$ cat config.mk
export PLATFORM = sky130hd
export DESIGN_NAME = seg7_bin_display
export DESIGN_NICKNAME = d
export VERILOG_FILES = /design/src/rtl/seg7_pkg.sv /design/src/rtl/seg7_hex.sv /design/src/rtl/seg7_bin_display.sv
export SDC_FILE = /design/constraint.sdc
export NUM_CORES = 1
export LEC_CHECK = 0
export CAP_MARGIN = 10
export CORE_MARGIN = 2
export CORE_UTILIZATION = 44
export CTS_BUF_LIST = sky130_fd_sc_hd__clkbuf_4
export CTS_CLUSTER_SIZE = 14
export DETAILED_ROUTE_END_ITERATION = 8
export PLACE_DENSITY = 0.69
export SLEW_MARGIN = 25
export SYNTH_ARGS = -nofsm -noshare
export SYNTH_HDL_FRONTEND = slang
export SYNTH_SLANG_ARGS = --single-unit
$ cat constraint.sdc
create_clock -name clk -period 5.2 [get_ports clk]
set_clock_uncertainty 0.05 [all_clocks]
set_input_delay 0.52 -clock clk [delete_from_list [all_inputs] [get_ports clk]]
set_output_delay 0.52 -clock clk [all_outputs]
set_load 0.01 [all_outputs]
$ cat src/rtl/seg7_pkg.sv
// Shared types and segment constants for the seven-segment display driver.
// Segment patterns are active-low: bit 6 = segment g, bit 0 = segment a.
package seg7_pkg;

    typedef enum logic [1:0] {
        IDLE   = 2'd0,
        SHIFT  = 2'd1,
        UPDATE = 2'd2
    } state_t;

    localparam logic [6:0] SEG_BLANK = 7'b1111111;
    localparam logic [6:0] SEG_DASH  = 7'b0111111;

    // Entry 15 (F) is listed first so that HEX_SEG[n] decodes nibble n.
    localparam logic [15:0][6:0] HEX_SEG = {
        7'b0001110, 7'b0000110, 7'b0100001, 7'b1000110,
        7'b0000011, 7'b0001000, 7'b0010000, 7'b0000000,
        7'b1111000, 7'b0000010, 7'b0010010, 7'b0011001,
        7'b0110000, 7'b0100100, 7'b1111001, 7'b1000000
    };

endpackage

$ cat src/rtl/seg7_hex.sv
// Combinational 4-bit to active-low seven-segment hex decoder.
module seg7_hex
    import seg7_pkg::*;
(
    input  logic [3:0] nibble_i,
    output logic [6:0] seg_o
);

    assign seg_o = HEX_SEG[nibble_i];

endmodule

$ cat src/rtl/seg7_bin_display.sv
// Binary to multi-digit seven-segment driver: double-dabble decimal or direct hex.
// Optional blink gating of the outputs is enabled with macro SEG7_BLINK_EN.
module seg7_bin_display
    import seg7_pkg::*;
#(
    parameter int WIDTH     = 16,
    parameter int DIGITS    = 6,
    parameter int BLINK_DIV = 25000000
) (
    input  logic                  clk,
    input  logic                  reset,
    input  logic [WIDTH-1:0]      value,
    input  logic                  load,
    input  logic                  hex_mode,
    input  logic                  blank_lz,
`ifdef SEG7_BLINK_EN
    input  logic                  blink,
`endif
    output logic                  busy,
    output logic                  done,
    output logic                  overflow,
    output logic [DIGITS*7-1:0]   leds
);

    localparam int BW = 4 * DIGITS;
    localparam int XW = (WIDTH > BW) ? WIDTH : BW;
    localparam int CW = $clog2(WIDTH + 1);

    if (WIDTH < 1 || WIDTH > 27 || DIGITS < 1 || DIGITS > 8 || BLINK_DIV < 1) begin : g_bad_param
        $error("seg7_bin_display: parameter out of range");
    end

    state_t              state_q, state_d;
    logic [WIDTH-1:0]    bin_q, bin_d;
    logic [BW-1:0]       bcd_q, bcd_d;
    logic [CW-1:0]       cnt_q, cnt_d;
    logic                hex_q, hex_d;
    logic                blz_q, blz_d;
    logic                sticky_q, sticky_d;
    logic [DIGITS*7-1:0] leds_q, leds_d;
    logic                ovf_q, ovf_d;

    logic [BW-1:0]       adj;
    logic [BW+WIDTH-1:0] shv;

    always_comb begin
        state_d  = state_q;
        bin_d    = bin_q;
        bcd_d    = bcd_q;
        cnt_d    = cnt_q;
        hex_d    = hex_q;
        blz_d    = blz_q;
        sticky_d = sticky_q;
        adj      = bcd_q;
        shv      = '0;
        case (state_q)
            IDLE: begin
                if (load) begin
                    bin_d    = value;
                    hex_d    = hex_mode;
                    blz_d    = blank_lz;
                    bcd_d    = '0;
                    sticky_d = 1'b0;
                    if (hex_mode) begin
                        state_d = UPDATE;
                    end else begin
                        state_d = SHIFT;
                        cnt_d   = CW'(WIDTH);
                    end
                end
            end
            SHIFT: begin
                for (int i = 0; i < DIGITS; i++) begin
                    if (bcd_q[4*i +: 4] >= 4'd5) adj[4*i +: 4] = bcd_q[4*i +: 4] + 4'd3;
                end
                shv      = {adj, bin_q} << 1;
                bcd_d    = shv[BW+WIDTH-1:WIDTH];
                bin_d    = shv[WIDTH-1:0];
                // A one leaving the top nibble means the value needs more digits.
                sticky_d = sticky_q | adj[BW-1];
                cnt_d    = cnt_q - 1'b1;
                if (cnt_q == CW'(1)) state_d = UPDATE;
            end
            UPDATE: state_d = IDLE;
            default: state_d = IDLE;
        endcase
    end

    // The display is built from the next-state operands so that leds and
    // overflow change on the same edge that raises done.
    logic [XW-1:0]  wide;
    logic [BW-1:0]  digit_src;
    logic           ovf_now;
    logic [6:0]     raw_seg [DIGITS];
    logic [DIGITS*7-1:0] disp;
    logic           lead;

    assign wide      = XW'(bin_d);
    assign digit_src = hex_d ? wide[BW-1:0] : bcd_d;
    assign ovf_now   = hex_d ? (|(wide >> BW)) : sticky_d;

    for (genvar g = 0; g < DIGITS; g++) begin : g_dig
        seg7_hex u_hex (
            .nibble_i (digit_src[4*g +: 4]),
            .seg_o    (raw_seg[g])
        );
    end

    always_comb begin
        disp = '0;
        lead = 1'b1;
        for (int i = DIGITS - 1; i >= 0; i--) begin
            if (digit_src[4*i +: 4] != 4'd0) lead = 1'b0;
            if (ovf_now)                         disp[7*i +: 7] = SEG_DASH;
            else if (blz_d && lead && (i != 0))  disp[7*i +: 7] = SEG_BLANK;
            else                                 disp[7*i +: 7] = raw_seg[i];
        end
    end

    always_comb begin
        leds_d = leds_q;
        ovf_d  = ovf_q;
        if (state_d == UPDATE) begin
            leds_d = disp;
            ovf_d  = ovf_now;
        end
    end

    always_ff @(posedge clk) begin
        if (reset) begin
            state_q  <= IDLE;
            bin_q    <= '0;
            bcd_q    <= '0;
            cnt_q    <= '0;
            hex_q    <= 1'b0;
            blz_q    <= 1'b0;
            sticky_q <= 1'b0;
            leds_q   <= {DIGITS{SEG_BLANK}};
            ovf_q    <= 1'b0;
        end else begin
            state_q  <= state_d;
            bin_q    <= bin_d;
            bcd_q    <= bcd_d;
            cnt_q    <= cnt_d;
            hex_q    <= hex_d;
            blz_q    <= blz_d;
            sticky_q <= sticky_d;
            leds_q   <= leds_d;
            ovf_q    <= ovf_d;
        end
    end

    assign busy     = (state_q != IDLE);
    assign done     = (state_q == UPDATE);
    assign overflow = ovf_q;

`ifdef SEG7_BLINK_EN
    localparam int BCW = (BLINK_DIV > 1) ? $clog2(BLINK_DIV) : 1;

    logic [BCW-1:0] bcnt_q, bcnt_d;
    logic           phase_q, phase_d;

    always_comb begin
        bcnt_d  = bcnt_q + 1'b1;
        phase_d = phase_q;
        if (bcnt_q == BCW'(BLINK_DIV - 1)) begin
            bcnt_d  = '0;
            phase_d = ~phase_q;
        end
    end

    always_ff @(posedge clk) begin
        if (reset) begin
            bcnt_q  <= '0;
            phase_q <= 1'b0;
        end else begin
            bcnt_q  <= bcnt_d;
            phase_q <= phase_d;
        end
    end

    // Blanking only gates the outputs; the stored digits survive the off phase.
    assign leds = (blink && phase_q) ? {DIGITS{SEG_BLANK}} : leds_q;
`else
    assign leds = leds_q;
`endif

endmodule
==> Word level (Yosys, flattened, before mapping) <==
Memory sizes are Yosys's and may differ from the RTL's.
Index checks and enable logic that the tools add are counted.
{ "op_classes": {"magnitude_cmp": 12, "n_reduce_logical": 14, "muxes": 48, "add_sub_neg": 7, "n_eq_ne": 6, "bitwise": 1} }
{ "op_table": {"columns": ["operator", "count"], "rows": [
  ["$mux 7", 17],
  ["$mux 24", 2],
  ["$pmux 24 s2", 1],
  ["$pmux 16 s2", 1],
  ["$lt 4x5->1 const B", 6],
  ["$mux 4", 7],
  ["$add 4x2->4 const B", 6],
  ["$ge 4x3->1 const B", 6],
  ["$reduce_bool 4->1", 5],
  ["$mux 16", 1],
  ["$mux 1", 11],
  ["$mux 5", 2],
  ["$pmux 5 s2", 1],
  ["$mux 2", 3],
  ["$eq 5x1->1 const B", 1],
  ["$logic_and 1x1->1", 5],
  ["$sub 5x1->5 const B", 1],
  ["$eq 2x2->1 const B", 2],
  ["$ne 2x2->1 const B", 2],
  ["$pmux 2 s2", 1],
  ["$reduce_bool 2->1", 2],
  ["$reduce_and 3->1", 1],
  ["$eq 2x1->1 const B", 1],
  ["$logic_not 2->1", 1],
  ["other kinds (2)", 2]
]} }
{ "totals": {"out_inout_bits": 45, "wordCells": 103, "rom_bits": 672, "regBits": 93, "n_memories": 6} }
{ "mem_list": {"columns": ["name", "words", "word_bits", "read_ports", "rd_ports_with_merged_regs", "write_ports", "line_no", "text"], "rows": [
  ["(name not given)", 16, 7, 1, 0, 0, "seg7_hex.sv:9", "assign seg_o = HEX_SEG[nibble_i];"],
  ["(name not given)", 16, 7, 1, 0, 0, "seg7_hex.sv:9", null],
  ["(name not given)", 16, 7, 1, 0, 0, "seg7_hex.sv:9", null],
  ["(name not given)", 16, 7, 1, 0, 0, "seg7_hex.sv:9", null],
  ["(name not given)", 16, 7, 1, 0, 0, "seg7_hex.sv:9", null],
  ["(name not given)", 16, 7, 1, 0, 0, "seg7_hex.sv:9", null]
]} }

==> Longest topological paths before layout <==
{ "logic_depth": {"depth_word": 14, "mapped_depth": 16} }

==> Hierarchy <==
A second synthesis with hierarchy kept.
{ "hier_totals": {"cells_unflattened": 720, "hier_area_um2": 6238.5} }
{ "modules_own_cells": {"columns": ["mod", "area_each_um2", "instances", "cells_each"], "rows": [
  ["seg7_bin_display", 4586.9, 1, 528],
  ["seg7_hex", 275.3, 6, 32]
]} }

==> Worst setup path before layout <==
OpenSTA, ideal clock, no wires.
{ "synth_timing": {"path_type": "input -> register", "start": "input port load", "end": "register leds_q[10], in the netlist leds[10]", "path_slack_ps": 1476, "arrival_ps": 3552, "setup_ps": 122, "cell_stages": 13, "path_cell_list": "buf_6 -> nor3b_4 -> mux2i_2 -> clkbuf_1 -> clkbuf_1 -> buf_2 -> nand2b_1 -> ha_1 -> o2111ai_1 -> nor4_4 -> and4_1 -> buf_4 -> o32a_1"} }
{ "synth_via": {"elab_chain_len": 12} }
{ "synth_lines": {"columns": ["item", "line_no", "text"], "rows": [
  ["from (decl)", "seg7_bin_display.sv:13", "input logic load,"],
  ["$mux 24 or $mux 1 (tied branches)", "seg7_bin_display.sv:58", "if (load) begin"],
  ["$pmux 24 s2 or $mux 1 (tied branches)", "seg7_bin_display.sv:56", "case (state_q)"],
  ["$mux 24", "seg7_bin_display.sv:99", "assign digit_src = hex_d ? wide[BW-1:0] : bcd_d;"],
  ["$reduce_bool 4->1", "seg7_bin_display.sv:113", "if (digit_src[4*i +: 4] != 4'd0) lead = 1'b0;"],
  ["$mux 1 (5 in series)", "seg7_bin_display.sv:113", null],
  ["$logic_and 1x1->1", "seg7_bin_display.sv:115", "else if (blz_d && lead && (i != 0)) disp[7*i +: 7] = SEG_BLANK;"],
  ["$mux 7", "seg7_bin_display.sv:115", null],
  ["$mux 7", "seg7_bin_display.sv:114", "if (ovf_now) disp[7*i +: 7] = SEG_DASH;"],
  ["to (signal assigned)", "seg7_bin_display.sv:138", "leds_q <= {DIGITS{SEG_BLANK}};"],
  ["to (signal assigned)", "seg7_bin_display.sv:148", "leds_q <= leds_d;"],
  ["to (decl)", "seg7_bin_display.sv:40", "logic [DIGITS*7-1:0] leds_q, leds_d;"]
]} }
Parallel ways exist; a longest one is shown, timed or not. The select of a mux whose other input is x is not followed.
A chain may end at the register's enable or synchronous reset.

==> Worst setup path in the final report <==
{ "layout_timing": {"start": "input port load", "end": "register leds_q[26], in the netlist leds[26]"} }
{ "layout_via": {"elab_chain_len": 10} }
{ "layout_lines": {"columns": ["item"], "rows": [
  ["branches (longest 10 deep; another with $mem_v2 16x7)"]
]} }
Parallel ways; which one is timed is not known. The select of a mux whose other input is x is not followed.

==> results.sh <==
export IMPL_status="finished clean"
export IMPL_grt_max_degree=35
export IMPL_synth_cells=726
export IMPL_ys_ff_latch=93
export IMPL_clk_path_buf_depth=2
export IMPL_drt_vias_per_instance=5.87
export IMPL_hold_violations=0
export IMPL_peakVddDrop_uv=118
export IMPL_synth_edf_count=0
export IMPL_crit_path_max_fanout=20
export IMPL_combPwrFrac_pct=25.2
export IMPL_wl_um=16600
export IMPL_synth_most_common_cell="dfxtp_1"
export IMPL_first_global_vias=5422
export IMPL_slew_headroom_pct=39.5
export IMPL_rsz0062_at_grt="no"
export IMPL_final_core_util_pct=51.3
export IMPL_max_slew_worst_pin_slew_ns=0.906
export IMPL_drcViolationCount=0
export IMPL_synth_async_reset_ratio_pct=0
export IMPL_ys_flop_type="dfxtp_1"
export IMPL_avgRoutedWirePerCell_um=17.3
export IMPL_clk_latency_ns=0.48
export IMPL_dp_hpwl_um=12200
export IMPL_max_freq_ghz=0.252
export IMPL_drt_initial_drc_count=428
export IMPL_tns_ns=0
export IMPL_internal_power_mw=1.15
export IMPL_core_area_mm2=0.0137
export IMPL_synth_top_cell_area_share_pct=30.5
export IMPL_cts_resized=0
export IMPL_syn_area_per_cell_um2=8.42
export IMPL_ys_seq_area_share_pct=30.5
export IMPL_netlist_cell_type_count=74
export IMPL_yosysWarningCount=0
export IMPL_setup_worst_path_class="in2reg"
export IMPL_ioPinCount=66
export IMPL_finalNetCount=846
export IMPL_n_antenna_cell=0
export IMPL_rows=43
export IMPL_clock_sinks=93
export IMPL_cap_violations=0
export IMPL_worst_ep_required_time_ns=5.57
export IMPL_max_stage_delay_ns=0.69
export IMPL_hold_buffers=0
export IMPL_grt_overflow=0
export IMPL_leakagePower_nw=2.74
export IMPL_h_tree_depth=3
export IMPL_yosys_top_cells_area="dfxtp_1 (30%), ha_1 (10%), nor2_1 (5.5%)"
export IMPL_yosys_area_top_type="dfxtp_1"
export IMPL_worstHoldPathType="reg2reg"
export IMPL_netlist_area_mm2=0.00611
export IMPL_setup_viol=0
export IMPL_drv_slew=0
export IMPL_cts_root_buf="clkbuf_4"
export IMPL_path_buf_inv=3
export IMPL_synth_net_count=797
export IMPL_min_period_ns=3.97
export IMPL_ys_top_cells_by_count="dfxtp_1 (93), nor2_1 (89), nand2_1 (54)"
export IMPL_vias=5637
export IMPL_antenna_found_initial=0
export IMPL_clockPowerShare_pct=27.0
export IMPL_switchingPower_mw=0.510
export IMPL_grt_pass1_wl_um=27200
export IMPL_instances_no_fill=960
export IMPL_gp_congestion=0.924
export IMPL_port_buffers=65
export IMPL_crit_path_start_kind="primary input"
export IMPL_finalCritPeriodShare_pct=76.4
export IMPL_power_frac_seq_pct=47.8
export IMPL_switching_share_pct=30.7
export IMPL_die_h_um=122
export IMPL_initial_utilization_pct=44.5
export IMPL_end_kind="flop"
export IMPL_drive_above_1_share_pct=7.56
export IMPL_cts_setup_buffers=0
export IMPL_drtPass1Iterations=5
export IMPL_cts_tree="yes"
export IMPL_area_delta_synth_final_pct=15.3
export IMPL_dieArea_mm2=0.0148
export IMPL_critPathArrivalTime_ns=4.34
export IMPL_fill_cells=1306
export IMPL_crit_chain="clkdlybuf4s50_1 > nor3b_4 > mux2i_4 > buf_4 > o21ai_0 > inv_1 > ha_1 > nand2_1 > nor4_1 > or2_1 > o32a_1"
export IMPL_ant_nets=0
export IMPL_path_clk_slew_ns=0.13
export IMPL_critical_path_top_delay_family="simple AND/OR/NAND/NOR gates"
export IMPL_powerDensity_mw_per_mm2=236
export IMPL_numCtsBuffers=9
export IMPL_die_width_um=122
export IMPL_cpMaxStageDelayCell="clkdlybuf4s50_1"
export IMPL_place_inst=944
export IMPL_grt_usage_pct=23.0
==> path summary, 6_finish.rpt <==
path	start	endpoint	slack [ns]	cells past startpoint
worst max-delay path	load	leds[26]	1.23	11
worst min-delay path	leds[1]	leds[1]	0.44	1
worst max register to register	state_q[0]	leds[26]	1.27	11
worst min register to register	leds[1]	leds[1]	0.44	1
==> logic make-up (layout without fill, tap and decap cells) <==
| group | Yosys count | after routing | share of synthesized area [%] |
|---|---|---|---|
| flops | 93 | 93 | 30.5 |
| buf+inv | 77 | 131 | 5.71 |
| fa+ha+maj | 50 | 50 | 10.2 |
| simple gates | 243 | 243 | 20.0 |
| xor+xnor | 9 | 9 | 1.29 |
| compound gates | 224 | 224 | 26.8 |
| mux | 30 | 30 | 5.47 |
==> worst register-to-register path, stage by stage, from the launching register on <==
cell     delay (ns)
dfxtp_1        0.47
buf_4          0.29
nor3b_4        0.45
mux2i_4        0.65
buf_4          0.33
o21ai_0        0.28
inv_1          0.21
ha_1           0.24
nand2_1        0.06
nor4_1         0.46
or2_1          0.23
o32a_1         0.16
==> placed cells by master, fill, tap and decap left out, drive strengths merged, types with 7 or more instances in the layout <==
| cell | netlist | routed |
|---|---|---|
| and2 | 23 | 23 |
| nand3 | 9 | 9 |
| a221oi | 10 | 10 |
| a2bb2oi | 7 | 7 |
| nor3 | 11 | 11 |
| buf | 23 | 14 |
| dfxtp | 93 | 93 |
| a21oi | 47 | 47 |
| a2111oi | 7 | 7 |
| nor2 | 89 | 89 |
| nor4bb | 7 | 7 |
| clkbuf | 18 | 11 |
| a22oi | 14 | 14 |
| o22ai | 8 | 8 |
| inv | 36 | 36 |
| a211oi | 13 | 13 |
| mux2i | 18 | 18 |
| nor2b | 9 | 9 |
| o32a | 13 | 13 |
| clkdlybuf4s50 | 0 | 65 |
| mux2 | 12 | 12 |
| o21ai | 31 | 31 |
| nand2b | 18 | 18 |
| ha | 50 | 50 |
| nand2 | 54 | 54 |
==> registers in the layout, summed over array words and instances, names as in the netlist <==
signal / count
leds: 42
bcd_q: 24
state_q: 2
bin_q: 16
overflow: 1
hex_q: 1
cnt_q: 5
blz_q: 1
sticky_q: 1
==> layer usage <==
layer	global-route usage [%]	part of all wire, %	up-vias
li1	-	-	2755
met1	31.1	47	2691
met2	36.7	46	169
met3	5.10	4.8	22
met4	6.82	1.9	0
met5	0	0	-
==> power groups by stage <==
stage | combinational, mW | clock, mW | sequential [mW]
after floorplan | 0.259 | 0 | 0.814
after global placement | 0.406 | 0 | 0.809
after detailed placement | 0.414 | 0 | 0.810
after CTS | 0.417 | 0.460 | 0.795
after global routing | 0.457 | 0.489 | 0.802
final | 0.418 | 0.449 | 0.794
==> layout make-up <==
type                       count  area [µm²]  share of cell area, %
multi-input combinational    556        3910                   55.5
clock buffer                  11        82.6                   1.17
inverter                      36         135                   1.92
timing repair buffer          79         756                   10.7
tap                          180         225                   3.20
sequential                    93        1860                   26.4
clock inverter                 5        75.1                   1.07
==> stage by stage <==
step | power [mW] | hold slack (ns) | worst slack (ns) | cell area (µm²)
after floorplan | 1.07 | 0.417 | 1.48 | 6110
after global placement | 1.22 | 0.402 | 0.997 | 6890
after detailed placement | 1.22 | 0.409 | 0.829 | 6890
after CTS | 1.67 | 0.447 | 1.31 | 7040
after global routing | 1.75 | 0.467 | 0.958 | 7040
final | 1.66 | 0.436 | 1.23 | 7040
Power figures use the tool's default switching activity.
